## config.mk

```make
export PLATFORM = sky130hd
export DESIGN_NAME = lagarto_ld_resp_unit
export DESIGN_NICKNAME = d
export VERILOG_FILES = /design/src/rtl/drac_pkg.sv /design/src/rtl/lagarto_ld_align.sv /design/src/rtl/lagarto_ld_resp_unit.sv
export SDC_FILE = /design/constraint.sdc
export NUM_CORES = 1
export LEC_CHECK = 0
export CAP_MARGIN = 20
export CORE_UTILIZATION = 36
export CTS_BUF_LIST = sky130_fd_sc_hd__clkbuf_16
export DETAILED_ROUTE_END_ITERATION = 10
export HOLD_SLACK_MARGIN = 0.08
export SYNTH_ARGS = -nofsm -noshare
export SYNTH_HDL_FRONTEND = slang
export SYNTH_SLANG_ARGS = --single-unit
```

## constraint.sdc

```tcl
create_clock -name clk_i -period 2.7 [get_ports clk_i]
set_input_delay 0.405 -clock clk_i [delete_from_list [all_inputs] [get_ports clk_i]]
set_output_delay 0.405 -clock clk_i [all_outputs]
set_load 0.01 [all_outputs]
```

## src/rtl/drac_pkg.sv

```systemverilog
// Shared types for the Lagarto load-response path: pending-load entry and tracker depth.
package drac_pkg;

    localparam int DCACHE_LD_PEND_DEPTH = 4;

    typedef enum logic [1:0] {
        LD_BYTE   = 2'd0,
        LD_HALF   = 2'd1,
        LD_WORD   = 2'd2,
        LD_DOUBLE = 2'd3
    } ld_size_t;

    // Payload kept per outstanding load; the killed flag lives in a separate reset vector.
    typedef struct packed {
        logic [2:0] offset;
        ld_size_t   size;
        logic       sign_ext;
        logic [4:0] rd;
    } ld_pend_entry_t;

endpackage

```

## src/rtl/lagarto_ld_align.sv

```systemverilog
// Combinational load formatter: shifts the raw doubleword by the byte offset, then truncates and extends.
module lagarto_ld_align
    import drac_pkg::*;
(
    input  logic [63:0] rdata_i,
    input  logic [2:0]  offset_i,
    input  ld_size_t    size_i,
    input  logic        sign_i,
    output logic [63:0] data_o
);

    logic [63:0] shifted;

    assign shifted = rdata_i >> {offset_i, 3'b000};

    always_comb begin
        data_o = shifted;
        unique case (size_i)
            LD_BYTE:   data_o = {{56{sign_i & shifted[7]}},  shifted[7:0]};
            LD_HALF:   data_o = {{48{sign_i & shifted[15]}}, shifted[15:0]};
            LD_WORD:   data_o = {{32{sign_i & shifted[31]}}, shifted[31:0]};
            LD_DOUBLE: data_o = shifted;
            default:   data_o = shifted;
        endcase
    end

endmodule

```

## src/rtl/lagarto_ld_resp_unit.sv

```systemverilog
// In-order tracker for outstanding loads: records issue metadata, formats cache responses,
// drops responses belonging to flushed loads, and flags responses that arrive with nothing pending.
module lagarto_ld_resp_unit
    import drac_pkg::*;
#(
    parameter int DEPTH = DCACHE_LD_PEND_DEPTH
) (
    input  logic        clk_i,
    input  logic        rst_i,
    input  logic        ld_issue_valid_i,
    output logic        ld_issue_ready_o,
    input  logic [2:0]  ld_issue_offset_i,
    input  logic [1:0]  ld_issue_size_i,
    input  logic        ld_issue_signed_i,
    input  logic [4:0]  ld_issue_rd_i,
    input  logic        kill_i,
    input  logic        ld_resp_valid_i,
    input  logic [63:0] ld_resp_rdata_i,
    output logic        resp_valid_o,
    output logic [63:0] resp_data_o,
    output logic [4:0]  resp_rd_o,
    output logic        dmem_lock_o,
    output logic        spurious_o
);

    localparam int PW = $clog2(DEPTH);
    localparam logic [PW:0] DEPTH_C = (PW+1)'(DEPTH);

    ld_pend_entry_t entries_q [DEPTH];
    ld_pend_entry_t issue_entry;
    ld_pend_entry_t head;

    logic [PW:0]      wr_ptr_q, wr_ptr_d;
    logic [PW:0]      rd_ptr_q, rd_ptr_d;
    logic [PW:0]      count;
    logic [DEPTH-1:0] killed_q, killed_d;
    logic             resp_valid_q, resp_valid_d;
    logic [63:0]      resp_data_q, resp_data_d;
    logic [4:0]       resp_rd_q, resp_rd_d;
    logic             spurious_q, spurious_d;

    logic        push, pop, head_dead;
    logic [63:0] aligned;

    assign count            = wr_ptr_q - rd_ptr_q;
    assign ld_issue_ready_o = (count < DEPTH_C);
    assign dmem_lock_o      = (count != '0);

    assign push = ld_issue_valid_i & ld_issue_ready_o & ~kill_i;
    assign pop  = ld_resp_valid_i & dmem_lock_o;

    assign head      = entries_q[rd_ptr_q[PW-1:0]];
    // A kill on the same edge as the pop still suppresses the head's result.
    assign head_dead = killed_q[rd_ptr_q[PW-1:0]] | kill_i;

    assign issue_entry.offset   = ld_issue_offset_i;
    assign issue_entry.size     = ld_size_t'(ld_issue_size_i);
    assign issue_entry.sign_ext = ld_issue_signed_i;
    assign issue_entry.rd       = ld_issue_rd_i;

    lagarto_ld_align u_align (
        .rdata_i  (ld_resp_rdata_i),
        .offset_i (head.offset),
        .size_i   (head.size),
        .sign_i   (head.sign_ext),
        .data_o   (aligned)
    );

    always_comb begin
        wr_ptr_d     = wr_ptr_q;
        rd_ptr_d     = rd_ptr_q;
        killed_d     = killed_q;
        resp_valid_d = 1'b0;
        resp_data_d  = resp_data_q;
        resp_rd_d    = resp_rd_q;
        spurious_d   = spurious_q | (ld_resp_valid_i & ~dmem_lock_o);

        if (push) begin
            wr_ptr_d = wr_ptr_q + 1'b1;
            killed_d[wr_ptr_q[PW-1:0]] = 1'b0;
        end
        if (pop) begin
            rd_ptr_d = rd_ptr_q + 1'b1;
            if (!head_dead) begin
                resp_valid_d = 1'b1;
                resp_data_d  = aligned;
                resp_rd_d    = head.rd;
            end
        end
        // Marking free slots as well is harmless: a push clears its slot and never coincides with kill.
        if (kill_i) begin
            killed_d = '1;
        end
    end

    always_ff @(posedge clk_i or posedge rst_i) begin
        if (rst_i) begin
            wr_ptr_q     <= '0;
            rd_ptr_q     <= '0;
            killed_q     <= '0;
            resp_valid_q <= 1'b0;
            resp_data_q  <= '0;
            resp_rd_q    <= '0;
            spurious_q   <= 1'b0;
        end else begin
            wr_ptr_q     <= wr_ptr_d;
            rd_ptr_q     <= rd_ptr_d;
            killed_q     <= killed_d;
            resp_valid_q <= resp_valid_d;
            resp_data_q  <= resp_data_d;
            resp_rd_q    <= resp_rd_d;
            spurious_q   <= spurious_d;
        end
    end

    always_ff @(posedge clk_i) begin
        if (push) begin
            entries_q[wr_ptr_q[PW-1:0]] <= issue_entry;
        end
    end

    assign resp_valid_o = resp_valid_q;
    assign resp_data_o  = resp_data_q;
    assign resp_rd_o    = resp_rd_q;
    assign spurious_o   = spurious_q;

endmodule

```

### Yosys cells after proc, flatten, opt, wreduce, memory -nomap -nowiden

Memory sizes are Yosys's and may differ from the RTL's.
Cells that the tools add are included.

| word-level totals | value |
|---|---|
| register bits | 81 |
| output and inout bits | 73 |
| memories | 1 |
| memory bits (writable) | 44 |
| input port bits | 80 |

Memory list:

| memory | words | width | rd ports | clocked after Yosys merged registers in | write ports | RTL line | source |
|---|---|---|---|---|---|---|---|
| entries_q | 4 | 11 | 1 | 0 | 1 | lagarto_ld_resp_unit.sv:29 | `ld_pend_entry_t entries_q [DEPTH];` |

| operators by class | value |
|---|---|
| order comparisons | 4 |
| bitwise operators | 14 |
| add/sub/neg operators | 3 |
| eq/ne operators | 3 |
| mux-type cells | 11 |
| shifts and indexed selects | 1 |
| reductions and logical operators | 5 |

Operators by type and width:

| kind | number |
|---|---|
| one-hot mux 64 bit (4 select lines) | 1 |
| >> shifter 64 x 6 -> 64 bit | 1 |
| 2-to-1 mux 4 bit | 2 |
| AND 1 bit | 7 |
| adder 3 x 1 -> 3 bit, second input constant | 2 |
| < comparator 2 x 3 -> 1 bit, second input constant | 2 |
| 2-to-1 mux 1 bit | 6 |
| AND 4 bit | 1 |
| equality test 2 bit, second input constant | 2 |
| NOT 4 bit | 1 |
| < comparator 3 bit, second input constant | 1 |
| NOT 1 bit | 3 |
| nonzero test 3 bit | 1 |
| subtractor 3 bit | 1 |
| binary-select mux 1 bit (select 2 bit) | 1 |
| demux 1 bit (select 2 bit) | 1 |
| equality test 2 x 1 -> 1 bit, second input constant | 1 |
| greater-or-equal comparator 2 x 1 -> 1 bit, second input constant | 1 |
| zero test 2 bit | 1 |
| bitwise OR 1 bit | 2 |
| AND reduction 2 bit | 1 |
| nonzero test 2 bit | 1 |
| logical AND 1 bit | 1 |

### Depth between registers and ports, before layout

| logic depth | value |
|---|---|
| word-level depth | 8 |
| gate-level depth with buffers | 12 |

### Cells and area by module

From an unflattened synthesis, not the netlist that was laid out.

| unflattened totals | value |
|---|---|
| cell total of the unflattened synthesis | 515 |
| area, all modules | 7,333.3 um2 |

Modules (own cells, without submodules):

| module | cells an instance | seq. area each (um2) | times used | area an instance (um2) |
|---|---|---|---|---|
| lagarto_ld_resp_unit | 256 | 3,348.2 | 1 | 4,809.6 |
| lagarto_ld_align | 259 | 0.0 | 1 | 2,523.7 |

### Least setup slack after synthesis

OpenSTA, ideal clock, no wires.

| timing | value |
|---|---|
| path type | reg2reg |
| start | register wr_ptr_q[0] |
| end | register resp_data_q[53] (netlist: resp_data_o[53]) |
| clock period less this slack | 2,814 ps |
| data required time | 2,544 ps |
| arrival | 2,658 ps |
| cell stages (with the launch flop) | 12 |
| library setup time | 156 ps |
| path buffers | 2 |
| slack | -114 ps |
| cell sequence | dfrtp_1 -> inv_1 -> ha_1 -> fa_1 -> xnor3_1 -> nand3_1 -> nand2_1 -> or3_1 -> inv_1 -> buf_2 -> buf_1 -> a41oi_1 |

| on the way | value |
|---|---|
| longest elaborated chain between the ends | 4 |

RTL lines:

| element | RTL line | source |
|---|---|---|
| from (decl) | lagarto_ld_resp_unit.sv:33 | `logic [PW:0] wr_ptr_q, wr_ptr_d;` |
| from (signal assigned) | lagarto_ld_resp_unit.sv:106 | `wr_ptr_q <= wr_ptr_d;` |
| subtractor 3 bit | lagarto_ld_resp_unit.sv:45 | `assign count = wr_ptr_q - rd_ptr_q;` |
| nonzero test 3 bit | lagarto_ld_resp_unit.sv:47 | `assign dmem_lock_o = (count != '0);` |
| net dmem_lock_o | lagarto_ld_resp_unit.sv:22 | `output logic dmem_lock_o,` |
| AND 1 bit | lagarto_ld_resp_unit.sv:50 | `assign pop = ld_resp_valid_i & dmem_lock_o;` |
| AND reduction 2 bit (no source line) | - |  |
| to (signal assigned) | lagarto_ld_resp_unit.sv:110 | `resp_data_q <= resp_data_d;` |
| to (decl) | lagarto_ld_resp_unit.sv:38 | `logic [63:0] resp_data_q, resp_data_d;` |

The timed path passes the listed nets, and every way through them passes these cells.
A chain may end at the register's enable or synchronous reset.

### Worst setup path in the final report

| timing | value |
|---|---|
| start | register rd_ptr_q[0] |
| end | register resp_data_q[62] (netlist: resp_data_o[62]) |

| on the way | value |
|---|---|
| longest elaborated chain between the ends | 5 |
| elaborated cells on any way between the ends | 18 |
| classes of those cells | add/sub: 1; eq/ne: 3; shift: 1; mux: 3; bitwise: 6; reduce/logical: 3; memory: 1 |

RTL lines:

| element | RTL line | source |
|---|---|---|
| from (decl) | lagarto_ld_resp_unit.sv:34 | `logic [PW:0] rd_ptr_q, rd_ptr_d;` |
| from (signal assigned) | lagarto_ld_resp_unit.sv:107 | `rd_ptr_q <= rd_ptr_d;` |
| parallel branches: the longest is 5 deep, another holds memory (4 x 11 bit) | - |  |

Parallel ways; which one is timed is not known. The select of a mux whose other input is x is not followed.

==> impl_metrics.tcl <==
set metrics [dict create \
    status "complete, but fails checks" \
    violations "setup timing" \
    htree_levels 4 \
    grt_remaining_overflow 0 \
    grt_use_total_pct 23.0 \
    highest_layer "met4" \
    cts_root_buffer "clkbuf_16" \
    route.detailed.drc 0 \
    min_period_ns 2.81 \
    rsz0062_at_grt "true" \
    yosys.cell_types.count 43 \
    drt_pass1_iterations 5 \
    async_flop_share_pct 64.8 \
    core_um2 17900 \
    std_cell_rows 49 \
    synth_ff_type "dfrtp_1" \
    design_area_um2 9720 \
    wl_met1_um 8780 \
    fin_worst_skew_ns 0.00749 \
    start_kind "register" \
    antenna_found_initial 0 \
    fmax_ghz 0.356 \
    path_class "register to register" \
    ant_nets 0 \
    synth_top_area_share_pct 30.9 \
    start_util_pct 36.7 \
    worst_ep_required_time_ns 3.00 \
    dpl.hpwl_um 15200 \
    setup_viol 25 \
    io_buffers 152 \
    hold_slack_ns 0.351 \
    synth_area_per_cell_um2 11.0 \
    pwr_density_cell_nw_per_um2 1230 \
    setup_ws_ns -0.110 \
    nNetsFinal 870 \
    maxSlewHeadroom_pct 59.8 \
    layout-drive-gt1-share_pct 21.5 \
    synth_area_um2 6570 \
    die_area_um2 18800 \
    grt_max_degree 66 \
    crit_path_end_kind "register" \
    hold_path.class "input pin to asynchronous set/reset pin" \
    area_growth_pct 47.9 \
    placed_area_um2 8630 \
    final_util_pct 54.3 \
    p_leak_nw 3.81 \
    finalPower_mw 11.9 \
    first_iter_violations 316 \
    clk_latency_ns 0.42 \
    gp_congestion 0.932 \
    synth_seq_cells 125 \
    ys_top_cells_by_area "dfrtp_1, edfxtp_1, mux2i_1" \
    clkTransAtPathRegs_ns 0.06 \
    num_vias 5807 \
    antenna_cells 0 \
    yosysTopAreaCell "dfrtp_1" \
    cp-startpoint "rd_ptr_q[0]$_DFFE_PP0P_" \
    die_x_um 137 \
    io_pins 153 \
    worstMarginPinSlew_ns 0.602 \
    fin_crit_sh_pct 104 \
    grt_pass1_wl_um 31800 \
    syn_nets 685 \
    numCtsBuffers 17 \
    arrival_ns 3.11 \
    wl_um 22100 \
    critPathMaxFanout 6 \
    synth_seq_area_share_pct 51.0 \
    cts_sinks 125 \
    timing.rr.start "rd_ptr_q[0]$_DFFE_PP0P_" \
    synth_cells 598 \
    via_per_inst 5.67 \
    cts_tree "yes" \
    hold_viol 0 \
    grt_pass1_vias 5645 \
    irDropWorstVdd_mv 0.609 \
    cts_buffer_depth 2 \
    synth_enable_flop_cells 44 \
    drv_cap 0 \
    hold_buffers 0 \
    drv_slew 0 \
    synth_warnings 0 \
    wl_per_cell_um 21.6 \
    die_y_um 137 \
    wl_met2_um 11000 \
    met3WireLength_um 1790 \
]
[worst max-delay path, cell delays in order, from the launching register on]
cell	delay [ns]
dfrtp_1	0.40
buf_6	0.12
mux4_2	0.62
mux2i_1	0.36
nor2_4	0.08
o31a_1	0.31
a2111oi_4	0.35
buf_6	0.20
clkbuf_16	0.17
a21oi_2	0.06
[layer usage]
layer  global-route usage [%]  vias up
met1                     28.2     2902
met5                        0        -
met3                     5.89       43
met2                     38.9      291
li1                         -     2571
met4                     8.49        0
[Yosys cell counts (4+ instances only)]
| master | number |
|---|---|
| nor2_1 | 91 |
| dfrtp_1 | 81 |
| mux2i_1 | 59 |
| nand2_1 | 45 |
| edfxtp_1 | 44 |
| a21oi_1 | 37 |
| o21ai_0 | 24 |
| a31oi_1 | 23 |
| buf_2 | 20 |
| mux4_2 | 20 |
| clkbuf_1 | 18 |
| o22ai_1 | 18 |
| nor2b_1 | 16 |
| a211oi_1 | 14 |
| nand2b_1 | 12 |
| a41oi_1 | 9 |
| a22oi_1 | 7 |
| buf_1 | 7 |
| ha_1 | 6 |
| mux2_2 | 6 |
| inv_1 | 5 |
| xnor2_1 | 4 |
[final timing paths]
kind                                          endpoint  slack (ns)  cells after the start
min                        resp_data_o[15]$_DFFE_PP0P_        0.35                      2
max in group asynchronous   resp_data_o[4]$_DFFE_PP0P_        1.66                      3
max                        resp_data_o[62]$_DFFE_PP0P_       -0.11                      9
max reg2reg                resp_data_o[62]$_DFFE_PP0P_       -0.11                      9
min in group clk_i                spurious_o$_DFF_PP0_        0.47                      1
min reg2reg                       spurious_o$_DFF_PP0_        0.47                      1
[layout by cell type, fill, tap and decap left out, drive strengths merged, types with 2 or more instances in the layout]
master         Yosys  layout
clkdlybuf4s50      0     150
nor2              92      92
dfrtp             81      81
mux2i             60      60
buf               30      58
nand2             45      45
edfxtp            44      44
a21oi             38      38
o21ai             25      25
clkbuf            18      23
a31oi             23      23
mux4              20      20
o22ai             18      18
nor2b             16      16
a211oi            14      14
nand2b            12      12
a41oi              9       9
inv                5       8
a22oi              7       7
clkinv             0       7
mux2               6       6
ha                 6       6
xnor2              4       4
and2               3       3
clkinvlp           0       3
and3b              3       3
or2                3       3
o211ai             2       2
nor3               2       2
bufinv             0       2
nand3              2       2
[logic make-up after synthesis]
logic type / Yosys count / share of synthesized area (%)
AND/OR/NAND/NOR: 180 / 12.0
buffers and inverters: 53 / 3.75
flip-flops: 125 / 51.0
adder cells (fa/ha/maj): 7 / 1.45
XOR/XNOR: 5 / 0.876
multiplexers: 86 / 17.2
AO/OA/AOI/OAI: 142 / 13.8
[what timing repair did]
action,CTS,global route
gates cloned,0,6
setup buffers,3,7
gates resized for setup,10,61
pin swaps,1,6
endpoints found under the setup margin,63,69
[state kept, by name (all words and copies together) (netlist names)]
signal	flops
wr_ptr_q	3
spurious_o	1
killed_q	4
entries_q	44
resp_rd_o	5
resp_data_o	64
resp_valid_o	1
rd_ptr_q	3
[metrics by stage]
stage | setup TNS (ns) | cells | setup slack, ns
6_report | -2.12 | 1025 | -0.110
2_1_floorplan | -0.118 | 598 | -0.00588
4_1_cts | -0.696 | 1012 | -0.0627
3_5_place_dp | -2.44 | 977 | -0.0934
5_1_grt | -5.54 | 1025 | -0.205
3_3_place_gp | -0.320 | 977 | -0.0187
[power breakdown]
part | switching, mW | internal (mW) | total, mW
Clock | 0.913 | 1.37 | 2.28
Combinational | 3.43 | 3.23 | 6.65
Sequential | 0.386 | 2.60 | 2.99
[cell type report]
class / count / area [um2]
multi-input combinational: 420 / 3220
sequential: 125 / 3350
timing repair buffer: 214 / 2250
tap: 229 / 287
fill: 1535 / 8180
clock inverter: 15 / 163
inverter: 5 / 32.5
clock buffer: 17 / 425
Power figures use the tool's default switching activity.
